### src/rtl/vx_dot8_commit_buffer_pkg.sv
// vx_dot8_commit_buffer_pkg: shared DOT8 beat geometry and tag field layout
package vx_dot8_commit_buffer_pkg;
  localparam int NUM_THREADS = 8;
  localparam int DOT8_LANES = 4;
  function automatic int beats_for(input int threads, input int lanes);
    return (threads + lanes - 1) / lanes;
  endfunction
  localparam int DOT8_MAX_BEATS = beats_for(NUM_THREADS, DOT8_LANES);
  typedef struct packed {
    logic [11:0] uuid;
    logic [1:0]  wid;
    logic [7:0]  tmask;
    logic [31:0] pc;
    logic [4:0]  rd;
    logic        wb;
    logic [3:0]  pid;
  } dot8_tag_t;
  localparam int DOT8_TAG_WIDTH = $bits(dot8_tag_t);
endpackage

### src/rtl/vx_dot8_commit_buffer_pkt_fifo.sv
// vx_dot8_pkt_fifo: register-array circular buffer of packet beats with occupancy count
module vx_dot8_pkt_fifo
  import vx_dot8_commit_buffer_pkg::*;
#(
  parameter int WIDTH = 8,
  parameter int DEPTH = 4,
  localparam int PW = $clog2(DEPTH),
  localparam int CW = $clog2(DEPTH + 1)
) (
  input  logic             clk,
  input  logic             reset,
  input  logic             push,
  input  logic             pop,
  input  logic [WIDTH-1:0] wdata,
  output logic [WIDTH-1:0] rdata,
  output logic [CW-1:0]    count
);
  logic [WIDTH-1:0] mem [DEPTH];
  logic [PW-1:0] wr_ptr, rd_ptr;
  always_ff @(posedge clk)
    if (push) mem[wr_ptr] <= wdata;
  // power-of-2 depth lets the pointers wrap on their own
  always_ff @(posedge clk)
    if (!reset) begin
      wr_ptr <= '0;
      rd_ptr <= '0;
      count  <= '0;
    end else begin
      wr_ptr <= wr_ptr + PW'(push);
      rd_ptr <= rd_ptr + PW'(pop);
      count  <= count + CW'(push) - CW'(pop);
    end
  assign rdata = mem[rd_ptr];
endmodule

### src/rtl/vx_dot8_commit_buffer.sv
// vx_dot8_commit_buffer: store-and-forward DOT8 result buffer releasing only complete packets
module vx_dot8_commit_buffer
  import vx_dot8_commit_buffer_pkg::*;
#(
  parameter int NUM_LANES = 4,
  parameter int XLEN = 32,
  parameter int TAG_WIDTH = DOT8_TAG_WIDTH,
  parameter int MAX_BEATS = DOT8_MAX_BEATS,
  parameter int DEPTH = 4,
  localparam int CW = $clog2(DEPTH + 1)
) (
  input  logic                      clk,
  input  logic                      reset,
  input  logic                      valid_in,
  output logic                      ready_in,
  input  logic [NUM_LANES*XLEN-1:0] data_in,
  input  logic [TAG_WIDTH-1:0]      tag_in,
  input  logic                      sop_in,
  input  logic                      eop_in,
  output logic                      valid_out,
  input  logic                      ready_out,
  output logic [NUM_LANES*XLEN-1:0] data_out,
  output logic [TAG_WIDTH-1:0]      tag_out,
  output logic                      sop_out,
  output logic                      eop_out,
  output logic [CW-1:0]             occupancy,
  output logic [CW-1:0]             full_pkts
);
  localparam int EW = NUM_LANES * XLEN + TAG_WIDTH + 2;
  localparam int BW = $clog2(MAX_BEATS + 2);
  localparam logic [CW-1:0] FULL = CW'(DEPTH);
  if (DEPTH < MAX_BEATS || (DEPTH & (DEPTH - 1)) != 0) begin : g_bad_cfg
    $error("DEPTH must be a power of 2 and at least MAX_BEATS");
  end
  logic push, pop, pkt_open;
  logic [BW-1:0] beat_cnt, beat_idx;
  logic [EW-1:0] head;
  assign ready_in = reset && (occupancy != FULL);
  // the FIFO head always belongs to the oldest packet, so any complete packet means the head is releasable
  assign valid_out = (occupancy != '0) && (full_pkts != '0);
  assign push = valid_in && ready_in;
  assign pop = valid_out && ready_out;
  assign beat_idx = sop_in ? BW'(1) : beat_cnt + BW'(1);
  assign {data_out, tag_out, sop_out, eop_out} = head;
  vx_dot8_pkt_fifo #(.WIDTH(EW), .DEPTH(DEPTH)) u_fifo (
    .clk   (clk),
    .reset (reset),
    .push  (push),
    .pop   (pop),
    .wdata ({data_in, tag_in, sop_in, eop_in}),
    .rdata (head),
    .count (occupancy)
  );
  always_ff @(posedge clk)
    if (!reset) begin
      full_pkts <= '0;
      pkt_open  <= 1'b0;
      beat_cnt  <= '0;
    end else begin
      full_pkts <= full_pkts + CW'(push && eop_in) - CW'(pop && eop_out);
      if (push) begin
        pkt_open <= !eop_in;
        beat_cnt <= eop_in ? '0 : beat_idx;
      end
    end
  a_sop_while_open: assert property (@(posedge clk) disable iff (!reset) push && pkt_open |-> !sop_in);
  a_beat_without_sop: assert property (@(posedge clk) disable iff (!reset) push && !pkt_open |-> sop_in);
  a_too_many_beats: assert property (@(posedge clk) disable iff (!reset) push |-> beat_idx <= BW'(MAX_BEATS));
  // a full buffer with no complete packet can never drain
  a_deadlock: assert property (@(posedge clk) disable iff (!reset) occupancy == FULL |-> full_pkts != '0);
endmodule

### config.mk
export PLATFORM = sky130hd
export DESIGN_NAME = vx_dot8_commit_buffer
export DESIGN_NICKNAME = d
export VERILOG_FILES = /design/src/rtl/vx_dot8_commit_buffer_pkg.sv /design/src/rtl/vx_dot8_commit_buffer_pkt_fifo.sv /design/src/rtl/vx_dot8_commit_buffer.sv
export SDC_FILE = /design/constraint.sdc
export NUM_CORES = 1
export LEC_CHECK = 0
export BUFFER_PORTS_ARGS = -buffer_cell sky130_fd_sc_hd__buf_2
export CAP_MARGIN = 20
export CORE_UTILIZATION = 57
export CTS_BUF_LIST = sky130_fd_sc_hd__clkbuf_4 sky130_fd_sc_hd__clkbuf_8 sky130_fd_sc_hd__clkbuf_16
export DETAILED_ROUTE_END_ITERATION = 6
export GPL_ROUTABILITY_DRIVEN = 0
export GPL_TIMING_DRIVEN = 0
export PLACE_DENSITY = 0.79
export SLEW_MARGIN = 20
export SYNTH_ARGS = -nofsm -noshare
export SYNTH_HDL_FRONTEND = slang
export SYNTH_SLANG_ARGS = --single-unit
### constraint.sdc
create_clock -name clk -period 32.1 [get_ports clk]
set_clock_uncertainty 0.15 [all_clocks]
set_input_delay 1.605 -clock clk [delete_from_list [all_inputs] [get_ports clk]]
set_output_delay 1.605 -clock clk [all_outputs]
set_load 0.02 [all_outputs]
==> results.toml, run 1 <==
[outcome]
status = "completed"

[final_layout]
final_util = 0.7035
drive_above_1_share = 0.5093
fin_area_um2 = 34720
area_growth_pct = 20.94
layout.cells.non_filler = 2391
nets = 1875

[yosys]
synth_top_cell_by_area = "edfxtp_1"
post_synth_num_cell_types = 25
synth_top_cell_area_share = 0.8116
synthFlopType = "edfxtp_1"
seq_area_frac_synth = 0.8186
synth_cells = 1069
async_flop_share = 0
synth_fp_nets = 1275
synth_edf_count = 776
ys_ff_latch = 786
ys_top_cells_by_count = "776 x edfxtp_1, 194 x mux4_2, 21 x buf_2"
yosysWarnings = 0
syn-cell-area_um2 = 28710
synth.area.top_cells = "edfxtp_1 81%, mux4_2 15%, buf_12 0.77%"
yosysMostFrequentCell = "edfxtp_1"
avgSynthCellArea_um2 = 26.86

[global_route]
gr-total-overflow = 0
grt_max_degree = 45
grt_pass1_vias = 14715
grt_first_pass_wirelength_um = 91460
antenna_found_initial = 19
grt_use_total = 0.2509

[critical_path]
arrival_ns = 4.96
crit_family = "buffers and inverters"
timing.rr.start = "u_fifo.count[1]"
critPathRequiredTime_ns = 32.27
crit_chain = "buf_2 > nand2_1 > nor4b_2 > buf_2 > buf_2 > buf_4 > buf_2 > buf_4 > buf_2 > buf_2 > buf_4 > buf_2 > buf_2 > buf_4"
critical_path_buf_inv_count = 12
rrSetupSlack_ns = 27.82
endpoint_kind = "flip-flop"
reg2reg_depth = 13
critPathMostFrequentCell = "buf_2"
cp_slowest_stage_delay_ns = 0.68
crit_fanout = 8
cp-start-kind = "input port"
slowest_stage = "nor4b_2"
crit_type = "input port to flip-flop"
r2r-end = "u_fifo.mem[1][79]"

[power_and_ir_drop]
p_seq_frac = 0.518
power.density_nw_per_um2 = 66.18
leakage_uw = 0.01197
combinationalPowerShare = 0.120
vdd_ir_drop_max_uv = 54.28
switching_share = 0.2324
intPower_uw = 1764
clkPwrFrac = 0.362
p_switching_uw = 534.0

[placed_design]
dpl.hpwl_um = 41580
place_ws_ns = 26.80
portBuffers = 399
dp.cells = 2254
place_area_um2 = 32380

[floorplan]
die_width_um = 226.4
std_cell_rows = 81
die_height_um = 226.4
core_um2 = 49360
pin_count = 400
start_util = 0.5817
die-area_um2 = 51270

[clocking]
cts_setup_buffers = 0
holdBufCountCts = 0
root_buffer = "clkbuf_16"
clk_pin_slew_worst_paths_ns = 0.06
cts_resized = 0
clk_latency_ns = 0.61
cts_tree = "built"
clock_sinks = 786
cts_buffers = 77
cts.path.max_buffers = 3
cts_max_level = 3

[timing]
fmax_mhz = 209.0
fin_ws_ns = 27.31
timing_hold_violations_final = 0
relSlewSlack = 0.4896
finalSetupViolations = 0
timing.hold.ws_ns = 0.4740
finalCriticalPeriod_ns = 4.786
maxSlewViolCount = 0
fin_crit_sh = 0.1491
worst-slew-pin-transition_ns = 0.7655
rsz0062_at_grt = "no"

[routing]
num_vias = 13948
route.detailed.drc = 0
wl_per_cell_um = 26.63
avgViaCountPerCell = 5.834
dr.pass1.iters = 5
drtAntennaViolNets = 0
finalWirelength_um = 63670
drtIter0Drc = 1232

[hold_path]
hp-class = "flip-flop to flip-flop"
hp-start = "full_pkts[0]"
whs_path_depth = 2
min_to = "full_pkts[0]"

[job]
cap_violations = 0
==> cells in the final DEF (no fill, tap or decap) <==
| cell type | netlist | layout |
|---|---|---|
| or3b_2 | 1 | 1 |
| nor3b_1 | 2 | 2 |
| buf_2 | 21 | 486 |
| diode_2 | 0 | 9 |
| buf_8 | 8 | 8 |
| nor4bb_1 | 1 | 1 |
| buf_6 | 1 | 1 |
| clkbuf_16 | 0 | 78 |
| clkbuf_4 | 0 | 14 |
| xor2_1 | 2 | 2 |
| and4_4 | 0 | 1 |
| mux4_2 | 194 | 194 |
| ha_1 | 6 | 6 |
| nor4_2 | 0 | 1 |
| edfxtp_1 | 776 | 776 |
| nand3_1 | 1 | 1 |
| buf_12 | 11 | 12 |
| buf_4 | 0 | 52 |
| clkinv_1 | 0 | 14 |
| clkinv_2 | 0 | 13 |
| fa_1 | 2 | 2 |
| nor2b_1 | 2 | 2 |
| clkinv_8 | 0 | 3 |
| inv_1 | 6 | 6 |
| inv_6 | 0 | 1 |
| dfxtp_1 | 10 | 10 |
| and2_1 | 10 | 10 |
| clkinvlp_4 | 0 | 2 |
| bufinv_16 | 0 | 2 |
| buf_16 | 0 | 3 |
| clkinv_4 | 0 | 1 |
| xnor3_1 | 2 | 2 |
| nor4b_2 | 0 | 2 |
| clkbuf_1 | 4 | 4 |
| nand2_1 | 1 | 1 |
| nor3_1 | 2 | 2 |
| nor2_1 | 2 | 2 |
==> tightest hold or removal path: stages (launching register included) <==
cell     delay, ns
dfxtp_1       0.36
ha_1          0.13
and2_1        0.10
==> worst max-delay path by stage <==
stage	slack, ns	to	startpoint	cells after the start
2_1_floorplan	9.27	u_fifo.mem[1][0]	valid_in	2
3_5_place_dp	26.80	u_fifo.mem[1][95]	reset	14
3_3_place_gp	-6.07	u_fifo.mem[2][39]	reset	3
5_1_grt	27.23	u_fifo.mem[1][79]	reset	14
4_1_cts	27.36	u_fifo.mem[1][79]	reset	14
6_report	27.31	u_fifo.mem[1][79]	reset	14
==> stage by stage <==
step / setup TNS (ns) / total power [uW]
global route: 0 / 2365
detailed placement: 0 / 1483
CTS: 0 / 2314
floorplan: 0 / 1398
global placement: -2988.71 / 1507
finish: 0 / 2298
==> layer usage <==
metal / wire [um] / vias up / track usage
met4: 1942 / 22 / 0.08958
met1: 21930 / 7236 / 0.2902
met5: 126 / - / 0
li1: - / 5860 / -
met3: 6015 / 148 / 0.08112
met2: 33650 / 682 / 0.4386
==> cell type report <==
cell class	instances	area (um^2)
flip-flops and latches	786	23500
diodes	9	22.52
inverters	6	22.52
clock inverters	36	259.0
repair buffers	521	2820
well taps	664	830.8
fillers	2841	14630
multi-input cells	232	4736
clock buffers	92	2057
plain buffers	45	471.7
==> power groups by stage <==
stage               combinational, uW  clock [uW]  sequential (uW)
detailed placement                273           0             1210
floorplan                         166           0             1230
finish                            276         832             1190
global route                      291         881             1190
global placement                  256           0             1250
CTS                               278         845             1190
==> kinds of logic (layout without fill, tap and decap cells) <==
group | count (synthesis) | in the layout | synth area share
buffers and inverters | 51 | 700 | 0.01721
adder cells (fa/ha/maj) | 8 | 8 | 0.004009
multiplexers | 194 | 194 | 0.1522
other | 0 | 9 | 0
AND/OR/NAND/NOR | 26 | 26 | 0.005840
flip-flops | 786 | 786 | 0.8186
XOR/XNOR | 4 | 4 | 0.002179
==> flip-flops by register name (all words and copies together), names as in the netlist <==
| register | count |
|---|---|
| u_fifo.rd_ptr | 2 |
| u_fifo.count | 3 |
| full_pkts | 3 |
| u_fifo.mem | 776 |
| u_fifo.wr_ptr | 2 |
Power figures use the tool's default switching activity.
==> run 2: changes to the inputs <==
- clock period: 32.1 -> 4.5 ns (I/O delays scaled with it)
==> run 2 against run 1 <==
  * Non-clock buffer count is 142 higher
  * Total power grew to 7.6 times the previous value
  * Via count is 6.6% higher
  * Critical path depth is 5 lower
  * Clock-buffer cell count is 12 higher
  * Combinational power grew to 7.8 times the previous value
  * Largest cell class unchanged
  * Largest power group unchanged
==> results.toml, run 2 (synthesis results as in run 1) <==
[power_and_ir_drop]
leakage_uw = 0.01271
total_power_uw = 17360
combinationalPowerShare = 0.124
intPower_uw = 13350
power.density_nw_per_um2 = 469.6
vdd_ir_drop_max_uv = 586.4
switching_share = 0.2307
clkPwrFrac = 0.386
p_switching_uw = 4005
p_seq_frac = 0.490

[critical_path]
crit_fanout = 11
crit_chain = "nor3b_4 > nor4_4 > buf_8 > buf_4 > buf_4 > buf_4 > buf_4 > buf_6 > buf_6"
critPathRequiredTime_ns = 4.66
crit_type = "flip-flop to flip-flop"
arrival_ns = 3.26
slowest_stage = "nor4_4"
cp-start-kind = "flip-flop"
crit_family = "buffers and inverters"
critPathMostFrequentCell = "buf_4"
endpoint_kind = "flip-flop"
critical_path_buf_inv_count = 7
cp_slowest_stage_delay_ns = 0.53

[timing]
rsz0062_at_grt = "no"
fmax_mhz = 322.6
worst-slew-pin-transition_ns = 0.9070
fin_crit_sh = 0.6889
timing.hold.ws_ns = 0.1912
fin_ws_ns = 1.400
relSlewSlack = 0.3928
finalCriticalPeriod_ns = 3.100
finalSetupViolations = 0
maxSlewViolCount = 0
timing_hold_violations_final = 0

[final_layout]
multiInputGateArea_um2 = 4773
layout.cells.non_filler = 2541
num-fill-cells = 2520
final_util = 0.7488
largest_reg_flops = 776
final_common_cell = "edfxtp_1"
nets = 2020
area_growth_pct = 28.72
largest_registers = "u_fifo.mem: 776 flops, full_pkts: 3 flops, u_fifo.count: 3 flops"
seq_area_um2 = 23510
layout_common_cells = "776 x edfxtp_1, 420 x buf_2, 195 x dlygate4sd3_1"
regMostFlops = "u_fifo.mem"
drive_above_1_share = 0.4495

[global_route]
antenna_found_initial = 5
grt_max_degree = 46
gr-total-overflow = 0
grt_pass1_vias = 16121
grt_first_pass_wirelength_um = 99750
grt_use_total = 0.2726

[routing]
wl_per_cell_um = 27.11
dr.pass1.iters = 5
drtAntennaViolNets = 0
finalWirelength_um = 68890
avgViaCountPerCell = 5.851
num_vias = 14867
drtIter0Drc = 1048
route.detailed.drc = 0

[floorplan]
die_width_um = 226.4
die-area_um2 = 51270
core_um2 = 49360
start_util = 0.5817
die_height_um = 226.4
std_cell_rows = 81
pin_count = 400

[hold_path]
hp-class = "input port to flip-flop"

[clocking]
cts_tree = "built"
root_buffer = "clkbuf_16"
cts.path.max_buffers = 3
clk_latency_ns = 0.60
cts_resized = 0
clk_pin_slew_worst_paths_ns = 0.06
clock_sinks = 786
cts_max_level = 3
cts_buffers = 80

[placed_design]
dp.cells = 2201
dpl.hpwl_um = 39990
portBuffers = 399
place_ws_ns = 1.464

[job]
cap_violations = 0

[outcome]
status = "completed"
[run 2: cell types whose count changed in the layout (fill, tap and decap cells not counted), sizes merged]
cell,delta
dlygate4sd3,+195
buf,-53
clkbuf,+12
clkinv,-7
bufinv,+6
diode,-5
inv,+2
[run 2: final cells by class]
class,count,area share
flip-flops and latches,786,0.6360
diodes,4,0.0002708
clock inverters,37,0.01049
plain buffers,45,0.01276
clock buffers,104,0.06141
inverters,6,0.0006094
repair buffers,663,0.1268
well taps,664,0.02248
multi-input cells,232,0.1292
[run 2: final timing paths]
path,startpoint,to,slack (ns),cells past startpoint
setup / recovery,u_fifo.count[2],u_fifo.mem[0][120],1.40,9
hold / removal,ready_out,u_fifo.rd_ptr[0],0.19,4
setup reg to reg,u_fifo.count[2],u_fifo.mem[0][120],1.40,9
hold reg to reg,u_fifo.rd_ptr[0],u_fifo.rd_ptr[0],0.55,2
[run 2: power groups by stage]
stage | clock network [uW] | logic, uW | registers [uW]
floorplan | 0 | 1200 | 8670
global placement | 0 | 1830 | 8700
detailed placement | 0 | 1950 | 8630
CTS | 6740 | 2130 | 8490
global route | 7040 | 2260 | 8520
finish | 6700 | 2150 | 8500
[run 2: stage by stage]
step                      TNS [ns]  instance area (um^2)
final                            0                 36960
after global routing             0                 36960
after CTS                        0                 36950
after detailed placement         0                 32340
after global placement    -4492.41                 31600
after floorplan           -1657.88                 28770
[run 2: repair_timing]
| item | 4_1_cts | 5_1_grt |
|---|---|---|
| buffers inserted | 0 | 0 |
| endpoints found under the setup margin | 0 | 0 |
| endpoints found under the hold margin | 777 | 0 |
| hold buffers | 195 | 0 |
[run 2: routing by layer]
layer,share of wire,GRT usage
met1,0.36,0.3325
met5,0.00030,0
met3,0.086,0.07464
met2,0.52,0.4688
met4,0.032,0.09743
[run 2: worst min-delay path: stages]
cell,delay [ns]
buf_2,0.11
nor3b_1,0.17
ha_1,0.28
and2_1,0.13
